$ cat config.mk
export PLATFORM = sky130hd
export DESIGN_NAME = spi_slave_core_flat
export DESIGN_NICKNAME = d
export VERILOG_FILES = /design/src/rtl/spi_slave_core_pkg.sv /design/src/rtl/spi_slave_core_if.sv /design/src/rtl/spi_slave_core_sync_edge.sv /design/src/rtl/spi_slave_core.sv /design/src/flat_wrapper.sv
export SDC_FILE = /design/constraint.sdc
export NUM_CORES = 1
export LEC_CHECK = 0
export ABC_CLOCK_PERIOD_IN_PS = 1600
export BUFFER_PORTS_ARGS = -buffer_cell sky130_fd_sc_hd__clkbuf_2
export CAP_MARGIN = 20
export CELL_PAD_IN_SITES_DETAIL_PLACEMENT = 0
export CELL_PAD_IN_SITES_GLOBAL_PLACEMENT = 1
export CORE_ASPECT_RATIO = 0.75
export CORE_UTILIZATION = 41
export CTS_BUF_LIST = sky130_fd_sc_hd__clkbuf_4
export DETAILED_ROUTE_END_ITERATION = 12
export PLACE_DENSITY = 0.76
export SLEW_MARGIN = 0
export SYNTH_ARGS = -nofsm -noshare
export SYNTH_HDL_FRONTEND = slang
export SYNTH_HIERARCHICAL = 1
export SYNTH_SLANG_ARGS = --single-unit
$ cat constraint.sdc
create_clock -name clk -period 1.6 [get_ports clk]
set_input_delay 0.08 -clock clk [delete_from_list [all_inputs] [get_ports clk]]
set_output_delay 0.08 -clock clk [all_outputs]
set_load 0.01 [all_outputs]
$ cat src/rtl/spi_slave_core_pkg.sv
// Shared SPI link definitions: mode constants and the slave/master state encoding.
package spi_slave_core_pkg;

  typedef enum logic {
    ST_IDLE   = 1'b0,
    ST_ACTIVE = 1'b1
  } state_t;

  localparam bit CPOL_IDLE_LOW     = 1'b0;
  localparam bit CPOL_IDLE_HIGH    = 1'b1;
  localparam bit CPHA_SAMPLE_LEAD  = 1'b0;
  localparam bit CPHA_SAMPLE_TRAIL = 1'b1;

endpackage

$ cat src/rtl/spi_slave_core_if.sv
// Parallel word-side bus of the SPI slave: TX holding-register handshake and RX word output.
interface spi_slave_core_if #(
  parameter int unsigned WIDTH = 8
);
  logic [WIDTH-1:0] tx_data;
  logic             tx_valid;
  logic             tx_ready;
  logic [WIDTH-1:0] rx_data;
  logic             rx_valid;
  logic             tx_underrun;

  modport master (
    output tx_data, tx_valid,
    input  tx_ready, rx_data, rx_valid, tx_underrun
  );

  modport slave (
    input  tx_data, tx_valid,
    output tx_ready, rx_data, rx_valid, tx_underrun
  );
endinterface

$ cat src/rtl/spi_slave_core_sync_edge.sv
// Two-flop synchroniser with a third history flop for rise/fall detection on the synced value.
module spi_sync_edge #(
  parameter logic INIT = 1'b0
) (
  input  logic clk,
  input  logic rst,
  input  logic din,
  output logic rise,
  output logic fall
);
  logic s1, s2, s3;

  always_ff @(posedge clk or posedge rst) begin
    if (rst) begin
      s1 <= INIT;
      s2 <= INIT;
      s3 <= INIT;
    end else begin
      s1 <= din;
      s2 <= s1;
      s3 <= s2;
    end
  end

  assign rise = s2 & ~s3;
  assign fall = ~s2 & s3;
endmodule

$ cat src/rtl/spi_slave_core.sv
// SPI slave: oversampled pin synchronisers, MOSI deserialiser and a one-entry TX holding
// register serialised onto MISO.
module spi_slave_core
  import spi_slave_core_pkg::*;
#(
  parameter int unsigned WIDTH     = 8,
  parameter bit          CPOL      = 1'b0,
  parameter bit          CPHA      = 1'b0,
  parameter bit          MSB_FIRST = 1'b1
) (
  input  logic             clk,
  input  logic             rst,
  input  logic             sclk,
  input  logic             cs_n,
  input  logic             mosi,
  output logic             miso,
  output logic             miso_oe,
  spi_slave_core_if.slave  bus
);
  localparam int unsigned CW = (WIDTH > 1) ? $clog2(WIDTH) : 1;

  logic sclk_rise, sclk_fall, cs_rise, cs_fall;
  logic mosi_m, mosi_s;

  spi_sync_edge #(.INIT(CPOL)) u_sclk_sync (
    .clk(clk), .rst(rst), .din(sclk), .rise(sclk_rise), .fall(sclk_fall)
  );

  spi_sync_edge #(.INIT(1'b1)) u_cs_sync (
    .clk(clk), .rst(rst), .din(cs_n), .rise(cs_rise), .fall(cs_fall)
  );

  always_ff @(posedge clk or posedge rst) begin
    if (rst) begin
      mosi_m <= 1'b0;
      mosi_s <= 1'b0;
    end else begin
      mosi_m <= mosi;
      mosi_s <= mosi_m;
    end
  end

  state_t           state;
  logic [CW-1:0]    bit_cnt;
  logic [WIDTH-1:0] rx_sh, tx_sh, hold_data, rx_data_r;
  logic             hold_full, tx_empty, rx_valid_r, underrun_r;

  logic             lead, trail, sample_edge, shift_edge;
  logic             last_sample, load;
  logic [WIDTH-1:0] rx_next, load_word;
  logic             load_empty;

  assign lead        = CPOL ? sclk_fall : sclk_rise;
  assign trail       = CPOL ? sclk_rise : sclk_fall;
  assign sample_edge = CPHA ? trail : lead;
  assign shift_edge  = CPHA ? lead : trail;

  assign rx_next     = MSB_FIRST ? {rx_sh[WIDTH-2:0], mosi_s} : {mosi_s, rx_sh[WIDTH-1:1]};
  assign last_sample = (state == ST_ACTIVE) && !cs_rise && sample_edge &&
                       (bit_cnt == CW'(WIDTH - 1));
  assign load        = ((state == ST_IDLE) && cs_fall) || last_sample;

  // A write landing in the load cycle bypasses the holding register.
  assign load_word   = hold_full ? hold_data : (bus.tx_valid ? bus.tx_data : '0);
  assign load_empty  = !hold_full && !bus.tx_valid;

  function automatic logic first_bit(input logic [WIDTH-1:0] w);
    return MSB_FIRST ? w[WIDTH-1] : w[0];
  endfunction

  function automatic logic [WIDTH-1:0] shifted(input logic [WIDTH-1:0] w);
    return MSB_FIRST ? {w[WIDTH-2:0], 1'b0} : {1'b0, w[WIDTH-1:1]};
  endfunction

  always_ff @(posedge clk or posedge rst) begin
    if (rst) begin
      state      <= ST_IDLE;
      bit_cnt    <= '0;
      rx_sh      <= '0;
      tx_sh      <= '0;
      hold_data  <= '0;
      hold_full  <= 1'b0;
      tx_empty   <= 1'b0;
      rx_data_r  <= '0;
      rx_valid_r <= 1'b0;
      underrun_r <= 1'b0;
      miso       <= 1'b0;
      miso_oe    <= 1'b0;
    end else begin
      rx_valid_r <= 1'b0;
      underrun_r <= 1'b0;

      if (load) begin
        hold_full <= 1'b0;
        tx_empty  <= load_empty;
        tx_sh     <= CPHA ? load_word : shifted(load_word);
        if (!CPHA) miso <= first_bit(load_word);
      end else if (bus.tx_valid && !hold_full) begin
        hold_data <= bus.tx_data;
        hold_full <= 1'b1;
      end

      case (state)
        ST_IDLE: begin
          if (cs_fall) begin
            state   <= ST_ACTIVE;
            miso_oe <= 1'b1;
            bit_cnt <= '0;
          end
        end
        ST_ACTIVE: begin
          if (cs_rise) begin
            state   <= ST_IDLE;
            miso_oe <= 1'b0;
            miso    <= 1'b0;
            bit_cnt <= '0;
          end else if (sample_edge) begin
            rx_sh <= rx_next;
            // Underrun reported when an empty word actually starts, so the load that
            // follows a frame's final word stays silent if the master then deselects.
            if (bit_cnt == '0 && tx_empty) underrun_r <= 1'b1;
            if (last_sample) begin
              bit_cnt    <= '0;
              rx_data_r  <= rx_next;
              rx_valid_r <= 1'b1;
            end else begin
              bit_cnt <= bit_cnt + CW'(1);
            end
          end else if (shift_edge && (CPHA || bit_cnt != '0)) begin
            miso  <= first_bit(tx_sh);
            tx_sh <= shifted(tx_sh);
          end
        end
        default: state <= ST_IDLE;
      endcase
    end
  end

  assign bus.tx_ready    = ~hold_full;
  assign bus.rx_data     = rx_data_r;
  assign bus.rx_valid    = rx_valid_r;
  assign bus.tx_underrun = underrun_r;
endmodule
$ cat src/flat_wrapper.sv
// flat-port wrapper written by rule: the top's interface ports become plain ports
module spi_slave_core_flat import spi_slave_core_pkg::*;
#(
  parameter int unsigned WIDTH     = 8,
  parameter bit          CPOL      = 1'b0,
  parameter bit          CPHA      = 1'b0,
  parameter bit          MSB_FIRST = 1'b1
)
  (clk, rst, sclk, cs_n, mosi, miso, miso_oe, bus_tx_data, bus_tx_valid, bus_tx_ready, bus_rx_data, bus_rx_valid, bus_tx_underrun);
  spi_slave_core_if #(.WIDTH(WIDTH)) bus_i ();
  input  logic clk;
  input  logic rst;
  input  logic sclk;
  input  logic cs_n;
  input  logic mosi;
  output logic miso;
  output logic miso_oe;
  input wire logic [$bits(bus_i.tx_data)-1:0] bus_tx_data;
  input wire logic [$bits(bus_i.tx_valid)-1:0] bus_tx_valid;
  output wire logic [$bits(bus_i.tx_ready)-1:0] bus_tx_ready;
  output wire logic [$bits(bus_i.rx_data)-1:0] bus_rx_data;
  output wire logic [$bits(bus_i.rx_valid)-1:0] bus_rx_valid;
  output wire logic [$bits(bus_i.tx_underrun)-1:0] bus_tx_underrun;
  assign bus_i.tx_data = bus_tx_data;
  assign bus_i.tx_valid = bus_tx_valid;
  assign bus_tx_ready = bus_i.tx_ready;
  assign bus_rx_data = bus_i.rx_data;
  assign bus_rx_valid = bus_i.rx_valid;
  assign bus_tx_underrun = bus_i.tx_underrun;
  spi_slave_core #(.WIDTH(WIDTH), .CPOL(CPOL), .CPHA(CPHA), .MSB_FIRST(MSB_FIRST)) u_core (.clk(clk), .rst(rst), .sclk(sclk), .cs_n(cs_n), .mosi(mosi), .miso(miso), .miso_oe(miso_oe), .bus(bus_i));
endmodule
==> After elaboration in Yosys (flattened, before gate mapping) <==
Index checks and enable logic that the tools add are counted.
{ "word_totals": {"wordCells": 90, "reg_bits": 49, "out_inout_bits": 13} }
{ "classes": {"n_eq_ne": 4, "bitwise_logic": 12, "n_reduce_logical": 20, "add_sub_neg": 1, "mux": 33} }
{ "ops": {"columns": ["cell", "count"], "rows": [
  ["two-way mux 8 bit", 7],
  ["two-way mux 1 bit", 19],
  ["two-way mux 3 bit", 4],
  ["logical AND 1 bit", 8],
  ["inverter 1 bit", 8],
  ["one-hot mux 3 bit (2 select lines)", 1],
  ["AND reduction 2 bit", 3],
  ["bitwise AND 1 bit", 4],
  ["!= test 2 x 1 -> 1 bit (second input constant)", 2],
  ["one-hot mux 1 bit (2 select lines)", 2],
  ["AND reduction 4 bit", 1],
  ["adder 3 x 1 -> 3 bit (second input constant)", 1],
  ["equality test 3 bit (second input constant)", 1],
  ["zero test 1 bit", 3],
  ["zero test 3 bit", 1],
  ["!= test 3 x 2 -> 1 bit (second input constant)", 1],
  ["AND reduction 3 bit", 1],
  ["nonzero test 3 bit", 1],
  ["nonzero test 2 bit", 1],
  ["logical OR 1 bit", 1]
]} }

==> Logic depth before layout (Yosys ltp) <==
{ "logic_depth": {"depth_word": 12, "depth_mapped": 8, "mapped_depth_nobuf": 6} }

==> Hierarchy <==
Netlist, hierarchy kept.
{ "modules_own_cells": {"columns": ["mod", "cells_each", "instances", "area_per_inst_um2"], "rows": [
  ["spi_slave_core", 163, 1, 1854.3],
  ["spi_sync_edge at u_core.u_cs_sync", 6, 1, 97.6],
  ["spi_sync_edge at u_core.u_sclk_sync", 6, 1, 93.8]
]} }

==> Worst setup path after synthesis <==
OpenSTA, ideal clock, no wires.
{ "synth_path": {"path_type": "reg-to-reg", "startpoint": "register u_core.u_cs_sync.s2", "endpoint": "register u_core.hold_data[0]", "period_less_slack_ns": 1.646, "path_buffers": 1, "t_required_ns": 1.475, "path_stages_with_launch": 7, "t_arrival_ns": 1.522, "path_slack_ns": -0.046, "setup_time_ns": 0.125, "cell_sequence": "dfstp_2 -> nor2b_1 -> nand4b_1 -> o21a_1 -> buf_4 -> nand2_4 -> mux2_2"} }
{ "synth_between": {"elab_chain_cells": 8, "elab_cells_between_ends": 11, "cone_classes": "bitwise: 4; reduce/logical: 7"} }
{ "synth_lines": {"columns": ["item", "line", "source"], "rows": [
  ["start, declared", "spi_slave_core_sync_edge.sv:11", "logic s1, s2, s3;"],
  ["start signal, assigned", "spi_slave_core_sync_edge.sv:16", "s2 <= INIT;"],
  ["start signal, assigned", "spi_slave_core_sync_edge.sv:20", "s2 <= s1;"],
  ["bitwise AND 1 bit", "spi_slave_core_sync_edge.sv:25", "assign rise = s2 & ~s3;"],
  ["net u_core.cs_rise", "spi_slave_core.sv:22", "logic sclk_rise, sclk_fall, cs_rise, cs_fall;"],
  ["zero test 1 bit", "spi_slave_core.sv:59", "assign last_sample = (state == ST_ACTIVE) && !cs_rise && sample_edge &&"],
  ["logical AND 1 bit (3 in a row)", "spi_slave_core.sv:59", null],
  ["logical OR 1 bit", "spi_slave_core.sv:61", "assign load = ((state == ST_IDLE) && cs_fall) || last_sample;"],
  ["inverter 1 bit (no source line)", null, null],
  ["AND reduction 2 bit (no source line)", null, null],
  ["end signal, assigned", "spi_slave_core.sv:99", "hold_data <= bus.tx_data;"],
  ["end, declared", "spi_slave_core.sv:45", "logic [WIDTH-1:0] rx_sh, tx_sh, hold_data, rx_data_r;"]
]} }
The timed path passes the listed nets, and every way through them passes these cells.
A chain may end at the register's enable or synchronous reset.

==> Worst setup path in the final report <==
{ "layout_path": {"startpoint": "register u_core.bit_cnt[1]", "endpoint": "register u_core.hold_data[7]"} }
{ "layout_between": {"elab_chain_cells": 5} }
{ "layout_lines": {"columns": ["item", "line", "source"], "rows": [
  ["start, declared", "spi_slave_core.sv:44", "logic [CW-1:0] bit_cnt;"],
  ["start signal, assigned", "spi_slave_core.sv:127", "bit_cnt <= bit_cnt + CW'(1);"],
  ["equality test 3 bit", "spi_slave_core.sv:60", "(bit_cnt == CW'(WIDTH - 1));"],
  ["logical AND 1 bit", "spi_slave_core.sv:59", null],
  ["logical OR 1 bit", "spi_slave_core.sv:61", null],
  ["inverter 1 bit (no source line)", null, null],
  ["AND reduction 2 bit (no source line)", null, null]
]} }
No other way between the ends.

==> run summary <==
The run finished, with violations left. The checks that failed: setup timing. The leakage component of the power is 1.27 nW. Setup violations remaining at the end of the flow were counted as 9. Setup repair after global routing could not meet its margin everywhere. The maximum ir drop on the vdd rail came out at 0.660 mV. The worst setup margin is -0.0301 ns. After synthesis, the share of flip-flops with an asynchronous set or reset is 100%.

The area of the core came out at 0.00462 sq mm. The critical path data arrival time came out at 1.88 ns. In this run the critical register-to-register path is captured at u_core/hold_data[7]. The synthesized area divided by synthesized cell count came out at 11.7 sq um. The CTS H-tree depth came out at 2. Measured along the y axis, the die boundary spans 63.2 um. The post-detailed-route via-to-cell ratio came out at 5.16. The clock passes through at most 2 buffers. The initial antenna violation count came out at 0. The number of warnings printed during yosys synthesis is 6. The setup TNS came out at -0.225 ns. For this design the ratio of total power to cell area is 1200 mW/mm^2. The maximum operating frequency is 0.613 GHz. Once layout is complete, the utilization of the core stands at 57.0%. At the later pin of the worst-skew pair, clock insertion delay measures 0.36 ns. At the worst endpoint, the required time is 1.85 ns. The total power came out at 3.17 mW.

Global routing used 16.0% of the available tracks. The type of the tightest min-delay check is in -> async. The number of antenna diodes in the final layout is 0. Fill cells in the final layout number 405. The number of buffer cells added on primary ports is 26. STA classifies the critical path endpoint as a flip-flop. The count of unresolved DRC violations after routing is 0. The final number of max-transition violations came to 0. The number of enable flip-flop cells after synthesis came out at 0. The number of sinks on the clock net came out at 49.

The cell sitting at the root of the clock tree is a clkbuf_4. The largest net degree at the start of global routing is 44. Counting I/O delays and the setup requirement, the final critical path takes 1.63 ns. The die outline width is 83.6 um. The final worst clock skew is 0.0142 ns. In the layout the commonest cells are 46 x dfrtp_1, 39 x nand2_1, 26 x clkbuf_2.

The number of nets in the synthesized netlist came out at 192. Measured in cells, the most critical reg-to-reg path has a length of 7. The fraction of layout instances using a drive strength above 1 is 37.1%. For this run, the detailed router's first-pass iteration total came to 5. The global routing stage identified its most utilized layer as met2.

The half-perimeter wire length of the detailed placement result is 2630 um. The first global-routing pass estimated 6710 um of wire. The DRC violation total after the first TritonRoute iteration is 78. The tool flagged a number of max-cap violations equal to 0. Traced cell by cell, the critical path runs through ha_2 > ha_4 > nand4b_1 > o21a_1 > buf_6 > nand2_8 > mux2_2. Counting the buffers created by CTS gives 5. The count of endpoints failing hold in the final timing report came out at 0. TritonCTS built the clock tree. The number of core rows came out at 21. The total overflow left after global routing is 0. The critical register-to-register path startpoint is u_core/bit_cnt[1].

The worst setup path is launched from a flip-flop. After synthesis, the netlist uses 29 different library cells. The post-route clock period utilization is 102%. The signed area change from the synthesized netlist to the final layout is 28.7%. In the synthesized netlist the dominant register cell turns out to be dfrtp_1. The worst pin sits at a relative slew slack of 63.8%. In this run, synthesis produced a sequential element count of 49. The global-route met2 utilization came out at 23.4%. The number of antenna-violating nets in the routed design came out at 0.

The transition time of the tightest slew-check pin came out at 0.543 ns. Of all nets on the critical path, the largest fanout is 8. The count of boundary I/O pins is 27. Before CTS, the worst setup slack after placement is -0.0943 ns.

Leaving out fill and tap cells, the most frequent cell in the layout is dfrtp_1. The met1 capacity usage during global routing came out at 23.2%. The via count of the first global-routing pass is 1,437. The worst register-to-register path has a setup slack of -0.03 ns.

The initial core utilization is 44.2%. The layout net count came out at 248. The weighted congestion at the end of routability-driven global placement came out at 0.805.

The met3 track utilization from global routing came out at 4.33%. The critical path in this run is classified as reg -> reg. The sequential element share of the synthesized area is 60.1%. The clock-pin slew reported for the worst setup and hold paths after clock tree synthesis came out at 0.13 ns. For this run, the slowest stage of the critical path takes 0.39 ns.

The cell count after synthesis is 175. On the critical path, the stage with the largest delay is an instance of dfrtp_1. The detailed-route wire length came out at 3920 um.

Dividing the detail-routed wire length by the instance count gives 13.6 um. The post-synthesis cell area came out at 0.00205 sq mm. The floorplan die area is 0.00528 sq mm. The vias after detailed routing is 1,492.
==> per-layer routing <==
metal  vias to the layer above  wire length, um
met5                         -                0
met4                         0               31
met3                         4              152
met2                        33             1850
met1                       743             1890
li1                        712                -
==> Yosys cell counts, types with 2 or more instances <==
| cell type | n | area, sq um |
|---|---|---|
| dfrtp_1 | 46 | 1150 |
| nand2_1 | 39 | 146 |
| mux2_2 | 16 | 180 |
| nor2_1 | 13 | 48.8 |
| inv_1 | 9 | 33.8 |
| o31ai_1 | 8 | 60.1 |
| a221oi_1 | 7 | 61.3 |
| buf_4 | 4 | 30.0 |
| nor2b_1 | 4 | 25.0 |
| dfstp_2 | 3 | 78.8 |
| ha_1 | 3 | 37.5 |
| and2b_2 | 2 | 17.5 |
| nor3b_1 | 2 | 15.0 |
| o21a_1 | 2 | 15.0 |
| o21ai_0 | 2 | 10.0 |
| o22ai_1 | 2 | 12.5 |
==> flip-flops by register name, summed over array words and instances (netlist names) <==
name / flops
u_core/bus.tx_underrun: 1
u_core/rx_sh: 7
u_core/u_cs_sync/s2: 1
u_core/bit_cnt: 3
u_core/bus.rx_data: 8
u_core/tx_sh: 8
u_core/u_cs_sync/s3: 1
u_core/hold_data: 8
u_core/u_sclk_sync/s1: 1
u_core/miso_oe: 1
u_core/mosi_m: 1
u_core/mosi_s: 1
u_core/u_sclk_sync/s2: 1
u_core/u_cs_sync/s1: 1
u_core/hold_full: 1
u_core/state: 1
u_core/u_sclk_sync/s3: 1
u_core/miso: 1
u_core/tx_empty: 1
u_core/bus.rx_valid: 1
==> cell families after synthesis <==
kind of cell    Yosys count  share of synthesized area, %
flops                    49                          60.1
buf+inv                  17                          4.22
fa+ha+maj                 3                          1.84
simple gates             65                          15.3
compound gates           24                          9.24
mux                      17                          9.30
==> worst max-delay path by stage <==
stage | start | to | slack, ns | cells after the start
3_5_place_dp | u_core/bit_cnt[0] | u_core/tx_sh[2] | -0.09 | 7
3_3_place_gp | u_core/bit_cnt[1] | u_core/tx_sh[2] | -0.02 | 7
5_1_grt | u_core/bit_cnt[1] | u_core/tx_sh[5] | -0.1 | 8
2_1_floorplan | u_core/u_cs_sync/s3 | u_core/hold_data[0] | 0.02 | 6
4_1_cts | u_core/bit_cnt[0] | u_core/hold_data[5] | -0.06 | 7
6_report | u_core/bit_cnt[1] | u_core/hold_data[7] | -0.03 | 7
==> critical path, delay by kind of cell (launching register included) <==
family | cells | cell delay [ns]
flip-flops | 1 | 0.39
AO/OA/AOI/OAI | 1 | 0.16
adder cells (fa/ha/maj) | 2 | 0.34
AND/OR/NAND/NOR | 2 | 0.18
buffers and inverters | 1 | 0.14
multiplexers | 1 | 0.33
==> power by group <==
group          internal (mW)  total (mW)  switching [mW]  leakage [nW]
clock                  0.345       0.718           0.373        0.0456
sequential              1.55        1.76           0.207         0.605
combinational          0.380       0.692           0.312         0.615
total                   2.28        3.17           0.892          1.27
==> layout make-up <==
class	count	area, sq um	area share [%]
Sequential cell	49	1230	46.7
Multi-Input combinational cell	110	797	30.3
Timing Repair Buffer	55	417	15.8
Tap cell	57	71.3	2.71
Clock buffer	6	45.0	1.71
Inverter	10	38.8	1.47
Clock inverter	2	35.0	1.33
==> per-stage QoR <==
stage          hold WS [ns]  area [sq um]  cells
5_1_grt               0.112          2630    289
2_1_floorplan        -0.166          2050    175
6_report              0.136          2630    289
4_1_cts               0.123          2550    285
3_3_place_gp        -0.0535          2310    262
3_5_place_dp        -0.0396          2310    262
==> what timing repair did <==
item / 4_1_cts / 5_1_grt
endpoints found under the setup margin: 24 / 34
hold buffers: 13 / 0
pin swaps: 1 / 3
resized for setup: 3 / 12
cloned: 0 / 1
setup buffers: 2 / 3
endpoints found under the hold margin: 61 / 0
No activity file was read; power rests on OpenSTA's default activity.
